`src/rtl/clock_divider_bank.sv`:
```
// clock_divider_bank: multi-channel integer clock divider with glitch-free staged divisor/enable updates
// and a global sync that phase-aligns every channel.
module clock_divider_bank #(
   parameter int NUM_CH = 2,
   parameter int DIV_W  = 8,
   parameter int CH_W   = 1
) (
   input  logic                    clk,
   input  logic                    rst_n,
   input  logic                    wr,
   input  logic [CH_W-1:0]         wr_ch,
   input  logic [DIV_W-1:0]        wr_div,
   input  logic                    wr_en,
   input  logic                    sync,
   output logic [NUM_CH-1:0]       clk_out,
   output logic [NUM_CH-1:0]       tick,
   output logic [NUM_CH-1:0]       pending,
   output logic [NUM_CH*DIV_W-1:0] div_reg
);
   genvar c;
   for (c = 0; c < NUM_CH; c++) begin : g_ch
      logic [DIV_W-1:0] cnt_q, cnt_d, div_q, div_d, sdiv_q, sdiv_d;
      logic             en_q, en_d, sen_q, sen_d, pend_q, pend_d, out_q, tick_q;
      logic             hit, apply;
      logic [DIV_W:0]   high;
      assign hit    = wr && (wr_ch == CH_W'(c));
      // A disabled channel is always at a boundary, so its updates land on the next edge.
      assign apply  = sync || !en_q || (cnt_q == div_q);
      assign sdiv_d = hit ? wr_div : sdiv_q;
      assign sen_d  = hit ? wr_en : sen_q;
      assign div_d  = (apply && (hit || pend_q)) ? sdiv_d : div_q;
      assign en_d   = (apply && (hit || pend_q)) ? sen_d : en_q;
      assign cnt_d  = apply ? '0 : cnt_q + 1'b1;
      assign pend_d = !apply && (pend_q || hit);
      assign high   = ({1'b0, div_d} + (DIV_W+1)'(2)) >> 1;
      always_ff @(posedge clk or negedge rst_n) begin
         if (!rst_n) begin
            cnt_q  <= '0;
            div_q  <= '0;
            sdiv_q <= '0;
            en_q   <= 1'b0;
            sen_q  <= 1'b0;
            pend_q <= 1'b0;
            out_q  <= 1'b0;
            tick_q <= 1'b0;
         end else begin
            cnt_q  <= cnt_d;
            div_q  <= div_d;
            sdiv_q <= sdiv_d;
            en_q   <= en_d;
            sen_q  <= sen_d;
            pend_q <= pend_d;
            out_q  <= en_d && ({1'b0, cnt_d} < high);
            tick_q <= en_d && (cnt_d == div_d);
         end
      end
      assign clk_out[c]                = out_q;
      assign tick[c]                   = tick_q;
      assign pending[c]                = pend_q;
      assign div_reg[c*DIV_W +: DIV_W] = div_q;
   end
endmodule

```
`config.mk`:
```
export PLATFORM = sky130hd
export DESIGN_NAME = clock_divider_bank
export DESIGN_NICKNAME = d
export VERILOG_FILES = /design/src/rtl/clock_divider_bank.sv
export SDC_FILE = /design/constraint.sdc
export NUM_CORES = 1
export LEC_CHECK = 0
export ABC_AREA = 1
export CAP_MARGIN = 25
export CORE_ASPECT_RATIO = 0.9
export CORE_UTILIZATION = 55
export DETAILED_ROUTE_END_ITERATION = 10
export PLACE_DENSITY = 0.77
export SETUP_SLACK_MARGIN = 0.15
export SLEW_MARGIN = 30
export SYNTH_ARGS = -nofsm -noshare
export SYNTH_HDL_FRONTEND = slang
export SYNTH_SLANG_ARGS = --single-unit
```
`constraint.sdc`:
```
create_clock -name clk -period 4.5 [get_ports clk]
set_input_delay 0.9 -clock clk [delete_from_list [all_inputs] [get_ports clk]]
set_output_delay 0.9 -clock clk [all_outputs]
set_load 0.01 [all_outputs]
```
# Word level (Yosys, flattened, before mapping)
# Index checks and enable logic that the tools add are counted.
# Widths: inputs -> output; s select.
dict set report classes {
  addsub 4
  order_cmp 2
  n_eq_ne 4
  mux 10
  bitwise 1
  n_reduce_logical 20
}
# op count
set op_table {}
lappend op_table {{$mux 8} 6}
lappend op_table {{$eq 8x8->1} 4}
lappend op_table {{$add 8x2->9 const B} 2}
lappend op_table {{$add 8x1->8 const B} 2}
lappend op_table {{$lt 8x8->1} 2}
lappend op_table {{$logic_and 1x1->1} 10}
lappend op_table {{$logic_or 1x1->1} 6}
lappend op_table {{$logic_not 1->1} 4}
lappend op_table {{$mux 1} 4}
lappend op_table {{$not 1->1} 1}
dict set report word_totals {
  ff_bits 58
  in_bits 14
  word_cells 57
}

# Longest topological paths before layout
# Gate-level depths: netlist of the first run.
dict set report logic_depth {
  depth_word 8
  ltp_mapped 21
  depth_no_buf 21
}

# Least setup slack after synthesis of the first run
# No wires, ideal clock.
dict set report synth_timing {
  path_kind {input port to flip-flop}
  from {input wr_ch}
  to {register g_ch[0].out_q}
  arrival_time_ns 2.681
  path_slack_ns 1.695
  stages 16
  path_buffers 1
  cell_sequence {inv_1 nand2_2 buf_4 nand2_1 o21ai_0 nand3_1 nand2_1 ha_1 inv_1 nor2_1 nand3_1 xor2_1 ha_1 nand2_1 o211ai_1 a21oi_1}
}
dict set report synth_via {
  elab_cells_between_ends 11
}
# item line_no
set synth_lines {}
lappend synth_lines {{from (decl)} 11} ;# input logic [CH_W-1:0] wr_ch,
lappend synth_lines {{$not 1->1} 26} ;# assign hit = wr && (wr_ch == CH_W'(c));
lappend synth_lines {{$logic_and 1x1->1} 26}
lappend synth_lines {{$mux 8} 29} ;# assign sdiv_d = hit ? wr_div : sdiv_q;
lappend synth_lines {{via g_ch[0].sdiv_d[2]} 22} ;# logic [DIV_W-1:0] cnt_q, cnt_d, div_q, div_d, sdiv_q, sdiv_d;
lappend synth_lines {{$mux 8} 31} ;# assign div_d = (apply && (hit || pend_q)) ? sdiv_d : div_q;
lappend synth_lines {{via g_ch[0].div_d[2]} 22}
lappend synth_lines {{$add 8x2->9} 35} ;# assign high = ({1'b0, div_d} + (DIV_W+1)'(2)) >> 1;
lappend synth_lines {{$lt 8x8->1} 53} ;# out_q <= en_d && ({1'b0, cnt_d} < high);
lappend synth_lines {{$logic_and 1x1->1} 53}
lappend synth_lines {{to (signal assigned)} 53}
lappend synth_lines {{to (decl)} 23} ;# logic en_q, en_d, sen_q, sen_d, pend_q, pend_d, out_q, tick_q;
# The timed path passes the listed nets, and every way through them passes these cells.

# Worst setup path after layout of the first run
dict set report layout_timing {
  from {input wr}
  to {register g_ch[1].out_q}
}
dict set report layout_via {
  elab_chain_len 7
  elab_cells_between_ends 10
}
# item line_no
set layout_rtl {}
lappend layout_rtl {{from (decl)} 10} ;# input logic wr,
lappend layout_rtl {{$logic_and 1x1->1 *} 26}
lappend layout_rtl {{$logic_or 1x1->1} 31}
lappend layout_rtl {{$logic_and 1x1->1} 31}
lappend layout_rtl {{$mux 8 *} 31}
lappend layout_rtl {{via g_ch[1].div_d[2]} 22}
lappend layout_rtl {{$add 8x2->9 *} 35}
lappend layout_rtl {{$lt 8x8->1 *} 53}
lappend layout_rtl {{$logic_and 1x1->1 *} 53}
lappend layout_rtl {{to (signal assigned)} 53}
lappend layout_rtl {{to (decl)} 23}
# Mark *: on every way through the listed nets, which the timed path passes. The rest lies on a longest branch.

==> results of run 1 <==
-- cells in the mapped netlist, types with 4 or more instances --
| master | instances | area, sq um |
|---|---|---|
| o21ai_0 | 22 | 110 |
| xnor2_1 | 12 | 105 |
| buf_4 | 7 | 52.6 |
| xor2_1 | 10 | 87.6 |
| nand2_1 | 130 | 488 |
| nand3_1 | 32 | 160 |
| o21ai_1 | 4 | 20.0 |
| a21oi_1 | 10 | 50.1 |
| ha_1 | 18 | 225 |
| inv_1 | 71 | 267 |
| nor2_1 | 34 | 128 |
| inv_2 | 6 | 22.5 |
| nand4_1 | 4 | 25.0 |
| nand2_2 | 11 | 68.8 |
| dfrtp_1 | 58 | 1450 |
| buf_6 | 4 | 45.0 |
-- worst paths after layout --
kind	from	end
worst max-delay path	wr	g_ch[1].out_q$_DFF_PN0_
worst min-delay path	g_ch[1].sdiv_q[6]$_DFF_PN0_	g_ch[1].sdiv_q[6]$_DFF_PN0_
worst max register to register	g_ch[1].cnt_q[0]$_DFF_PN0_	g_ch[1].out_q$_DFF_PN0_
worst min register to register	g_ch[1].sdiv_q[6]$_DFF_PN0_	g_ch[1].sdiv_q[6]$_DFF_PN0_
max in group asynchronous	rst_n	g_ch[0].div_q[3]$_DFF_PN0_
min in group asynchronous	rst_n	g_ch[0].div_q[4]$_DFF_PN0_
-- area by class of cell --
| cell class | count | area (sq um) | area share, % |
|---|---|---|---|
| inverters | 77 | 289 | 7.00 |
| flip-flops and latches | 58 | 1450 | 35.2 |
| clock inverters | 3 | 15.0 | 0.364 |
| well taps | 87 | 109 | 2.64 |
| repair buffers | 36 | 353 | 8.55 |
| multi-input cells | 317 | 1750 | 42.5 |
| clock buffers | 12 | 155 | 3.76 |
-- registers in the layout, indices dropped and copies added (netlist names) --
signal	flops
g_ch.sen_q	2
g_ch.en_q	2
g_ch.sdiv_q	16
g_ch.div_q	16
g_ch.tick_q	2
g_ch.cnt_q	16
g_ch.pend_q	2
g_ch.out_q	2
-- cells by family (layout without fill, tap and decap cells) --
family,count (synthesis),after routing
DFF,58,58
xor gates and xnor gates,22,22
muxes,3,3
and+or+nand+nor,230,230
AOI/OAI and AO/OA,44,44
adders and majority gates,18,18
buffers and inverters,89,128
-- power by group --
group	total, uW	internal, uW	switching (uW)	leakage [uW]
Clock	425	224	201	0.0000920
Sequential	711	624	87.1	0.000732
Combinational	858	350	508	0.00129
-- metrics by stage --
stage | setup WS, ps | area (sq um) | power (uW) | utilization, % | instances
floorplan | 1690 | 3600 | 1290 | - | 464
global placement | 587 | 3960 | 1540 | 63.6 | 575
detailed placement | 552 | 3960 | 1560 | 63.6 | 575
CTS | 890 | 4130 | 1990 | 66.4 | 590
global route | 489 | 4130 | 2140 | 66.4 | 590
finish | 825 | 4130 | 1990 | 66.4 | 590
-- critical path, cell delays in order --
cell and delay [ps]:
clkdlybuf4s50_1 500, nand2_2 170, inv_2 160, nor2_1 70, inv_1 200, nand2_2 270
nand2_1 140, o21ai_1 140, inv_1 110, ha_1 180, nand2_1 100, nor2_4 160
nand3_1 80, nand2_1 70, nand2_1 50, ha_1 260, nand2_1 60, o211ai_1 180
a21oi_1 70
-- routing by layer --
metal	track usage, %	wire length [um]	part of all wire, %
met1	40.3	4120	51
met2	38.6	3430	42
met3	5.09	467	5.8
met4	9.18	102	1.3
met5	0	0	0
==> reports/summary.txt, run 1 <==
Outcome: complete, no violations
Least-Margin Pin Slew: 729 ps
Total setup buffers inserted after CTS: 0
CTS Root Cell: clkbuf_8
Vias: 3,001
Netlist Area Pre-Place: 3600 sq um
Period utilisation layout: 81.7%
Core area: 6220 sq um
Post-DR vias/cell: 5.09
CTS tree: done
Total CTS buffers: 9
Syn Inst Count: 464
Setup-failing EPs final: 0
First-pass iteration count of the detailed router: 5
Synth async-reset ratio: 100%
Die X: 87.2 um
Max IR drop VDD: 0.282 mV
CP max FO: 16
Post-synth EDFFs: 0
Share of layout cells above drive strength 1: 10.5%
Post-Synth XOR/XNOR Area: 5.36%
Largest net degree at the start of global routing: 59
Largest family of logic cells by synthesized area: simple AND/OR/NAND/NOR gates
Number of port buffers: 35
Setup crit end kind: register
Synth Area in Adders: 6.26%
Clock slew at reported path FFs: 70 ps
Yosys warns: 0
FF+latch count, synth: 58
Most frequent cells in the layout: 130 x nand2_1, 71 x inv_1, 58 x dfrtp_1, 34 x nor2_1, 34 x clkdlybuf4s50_1
Initial antenna violation count: 0
GPL Wtd Cong: 0.884
Clock sink total: 58
Hold_ws: 498 ps
Synth Flop Type: dfrtp_1
Syn Nets: 496
N_diodes: 0
# H-tree levels: 3
Die height: 78.7 um
Unrepaired setup endpoints after global routing: no
Global-route wire length before repair: 13,900 um
Vias in the first global route: 2,931
CP Class: in -> reg
Initial core utilization: 57.9%
Min cycle time layout: 3680 ps
PD cells: 483 nW/um^2
Worst EP required: 4720 ps
Max clock buf depth: 2
Critical path arrival: 3890 ps
Layout Nets: 531
Global route overflow: 0
Final Hold Vio Count: 0
Max Cap Violations: 0
Row count: 27
DP HPWL: 6050 um
Total track usage: 26.8%
Total routed wirelength: 8110 um
R2R Setup Slk: 1150 ps
Clock Skews: 8.71 ps
I/O Pins: 36
Syn Area/Cell: 7.75 sq um
DRC: 0
Post-Synth Simple-Gate Area: 28.8%
Cts hold-fix bufs: 0
Resize count post-CTS: 0
Slew Limit Fails: 0
TNS Setup: 0 ps
Mux cell area share after synthesis: 0.835%
Fmax: 272 MHz
Most common cell after layout, fill and taps aside: nand2_1
Worst skew pair latency: 330 ps
Startpoint Class: input pin
R2r worst-path depth: 21
Routed length per instance: 13.7 um
Synth Area in Compound Gates: 7.51%
ANT nets after route: 0
Seq/Total Area, Yosys: 40.3%
Type of the most critical hold path: reg -> reg
Drt initial violations: 236
Worst relative slew slack: 51.4%
Leak Pwr: 0.00211 uW
Area grow syn2layout: 14.7%
Worst hold path depth: 2
Unique cell type count in the Yosys netlist: 32
Full die area: 6870 sq um
Fillers: 542
No activity file was read; power rests on OpenSTA's default activity.
==> run 2, diff against run 1 <==
CORE_UTILIZATION = 52   (was 55)
clock period = 3 ns   (was 4.5 ns; I/O delays follow)
==> run 2 against run 1 <==
Register-to-register slack lost 790 ps. Utilization grew 4.4 points. Worst hold slack lost 280 ps. Non-clock buffer count grew 53. Largest power group unchanged. First-iteration DRC count shrank 21%. Cell count grew 9.7%. Via count grew 7.5%. Clock power grew 110%. Flip-flop and latch count is the same. Worst setup slack lost 630 ps.
==> reports/summary.txt, run 2 (same netlist as run 1, synthesis figures left out) <==
P_sw: 1260 uW (+58%)
CP Class: in -> reg
Sw Ratio: 35.6% (-4.3 points)
Clock sink total: 58 (unchanged)
Pre-CTS setup slack: -200 ps (-752 ps)
Met3 Use GR: 7.22% (+2.1 points)
PD cells: 753 nW/um^2 (+56%)
Core area: 6620 sq um (+6.5%)
Row count: 28 (+3.7%)
Cts hold-fix bufs: 0 (unchanged)
Setup crit end kind: register
Setup-failing EPs final: 0 (unchanged)
GPL Wtd Cong: 0.896 (+1.4%)
Internal: 2270 uW (+90%)
Clock slew at reported path FFs: 70 ps (about the same)
Fmax: 356 MHz
Least-Margin Pin Slew: 510 ps (-219 ps)
I/O Pins: 36 (unchanged)
Outcome: complete, no violations
Routed length per instance: 13.2 um (-4.2%)
Clock Skews: 9.41 ps (+0.694 ps)
Cell Area, Placed: 4330 sq um (+9.3%)
Max Cap Violations: 0 (unchanged)
Slew Limit Fails: 0 (unchanged)
Crit path setup slack, layout: 192 ps (-633 ps)
Hold_ws: 221 ps (-277 ps)
Most frequent cells in the layout: 127 x nand2_1, 71 x inv_1, 57 x dfrtp_1, 54 x buf_4, 33 x nor2_1
CTS Root Cell: clkbuf_8
Vias in the first global route: 3,227 (+10%)
Initial core utilization: 54.3% (-3.5 points)
Critical path arrival: 3070 ps (-820 ps)
DRC: 0 (unchanged)
Worst skew pair latency: 340 ps (about the same)
Type of the most critical hold path: in -> async
Worst relative slew slack: 66.0% (+15 points)
Busiest grt layer: met2
Total track usage: 26.2% (-0.60 points)
Startpoint Class: input pin
Drt initial violations: 187 (-21%)
Vias: 3,226 (+7.5%)
Final Hold Vio Count: 0 (unchanged)
Met2 Use GR: 47.3% (+8.7 points)
Clock power frac: 25.6% (+4.3 points)
Area grow syn2layout: 30.3%
Biggest regs: g_ch.cnt_q: 16 flops, g_ch.div_q: 16 flops, g_ch.sdiv_q: 16 flops
Min cycle time layout: 2810 ps
Global route overflow: 0 (unchanged)
Fillers: 495 (-8.7%)
Period utilisation layout: 93.6%
Unrepaired setup endpoints after global routing: yes
Post-DR vias/cell: 4.99 (-2.0%)
Final Non-Filler Cells: 647 (+9.7%)
Layout Nets: 584 (+10%)
Die height: 80.9 um (+2.8%)
# H-tree levels: 3 (unchanged)
Largest net degree at the start of global routing: 41 (-31%)
Share of layout cells above drive strength 1: 21.5% (+11 points)
Sequential share of power: 30.1% (-5.6 points)
Total routed wirelength: 8520 um (+5.0%)
Global-route wire length before repair: 14,100 um (+1.6%)
Max clock buf depth: 2 (unchanged)
Die X: 89.7 um (+2.8%)
Total CTS buffers: 9 (unchanged)
Initial antenna violation count: 0 (unchanged)
ANT nets after route: 0 (unchanged)
Leak Pwr: 0.00245 uW (+16%)
Logic pwr share: 44.3% (+1.3 points)
Worst EP required: 3270 ps (-1450 ps)
Max IR drop VDD: 0.484 mV (+72%)
DP HPWL: 6420 um (+6.2%)
N_diodes: 0 (unchanged)
Most common cell after layout, fill and taps aside: nand2_1
Placed Instances: 625 (+8.7%)
Met1 GRT Util: 29.2% (-11 points)
Full die area: 7250 sq um (+5.6%)
First-pass iteration count of the detailed router: 4 (-1)
CTS tree: done
Number of port buffers: 35 (unchanged)
Fin area: 4690 sq um (+14%)
CP max FO: 6 (-10)
## run 2: cell count changes in the layout (fill, tap and decap cells not counted), sizes merged
cell           previous run  this run
clkbuf                   12        11
dlymetal6s2s              0         2
bufinv                    0         3
buf                       2        55
clkinv                    3         2
clkdlybuf4s50            34        32
## run 2: power by group through the flow
stage,registers (uW),clock network [uW],logic [uW]
after global placement,1070,0,1430
final,1060,903,1560
after global routing,1080,957,1760
after detailed placement,1070,0,1490
after CTS,1060,918,1500
after floorplan,1080,0,851
## run 2: path summary, 6_finish.rpt
| check | startpoint | end | slack [ps] | cells after the start |
|---|---|---|---|---|
| min reg2reg | g_ch[1].sdiv_q[6]$_DFF_PN0_ | g_ch[1].sdiv_q[6]$_DFF_PN0_ | 510 | 2 |
| min in group clk | g_ch[1].sdiv_q[6]$_DFF_PN0_ | g_ch[1].sdiv_q[6]$_DFF_PN0_ | 510 | 2 |
| min | rst_n | g_ch[0].div_q[0]$_DFF_PN0_ | 220 | 1 |
| max | sync | g_ch[0].out_q$_DFF_PN0_ | 190 | 16 |
| max reg2reg | g_ch[0].cnt_q[0]$_DFF_PN0_ | g_ch[0].out_q$_DFF_PN0_ | 360 | 19 |
| max in group asynchronous | rst_n | g_ch[1].sdiv_q[2]$_DFF_PN0_ | 2190 | 2 |
## run 2: cell type report
cell class	count	area (sq um)	area share (%)
multi-input combinational	317	1810	38.6
sequential	58	1450	31.0
timing repair buffer	89	771	16.4
inverter	77	289	6.17
clock buffer	11	151	3.23
tap	90	113	2.40
clock inverter	5	100	2.14
## run 2: layer usage
| metal | routed length, um | vias up |
|---|---|---|
| met3 | 314 | 16 |
| met1 | 3570 | 1520 |
| met2 | 4480 | 69 |
| li1 | - | 1621 |
| met5 | 0 | - |
| met4 | 152 | 0 |
## run 2: repair_timing
action | CTS | global route
endpoints found under the setup margin | 0 | 2
buffers inserted | 0 | 6
hold endpoints to repair | 0 | 0
resized for setup | 0 | 21
## run 2: metrics by stage
| step | TNS (ps) | power (uW) | utilization, % |
|---|---|---|---|
| 6_report | 0 | 3530 | 70.8 |
| 5_1_grt | 0 | 3790 | 70.8 |
| 4_1_cts | 0 | 3480 | 69.1 |
| 3_5_place_dp | -345 | 2560 | 65.3 |
| 3_3_place_gp | -131 | 2510 | 65.3 |
| 2_1_floorplan | 0 | 1940 | - |
## run 2: worst max-delay path, stage by stage
cell,delay (ps)
clkdlybuf4s50_1,470
nor2_1,290
nand2_4,120
nand2_4,90
buf_4,110
nand2_1,70
nand2_2,110
nand2_1,80
nor2_2,140
nand3_2,110
nor2_1,110
nand2_1,70
ha_1,320
a21oi_2,150
o211ai_1,100
a21oi_1,130
==> run 3, diff against run 2 <==
CAP_MARGIN = 5   (was 25)
==> results of run 3 <==
No change in the layout: final DEF, timing and power equal those of run 2.
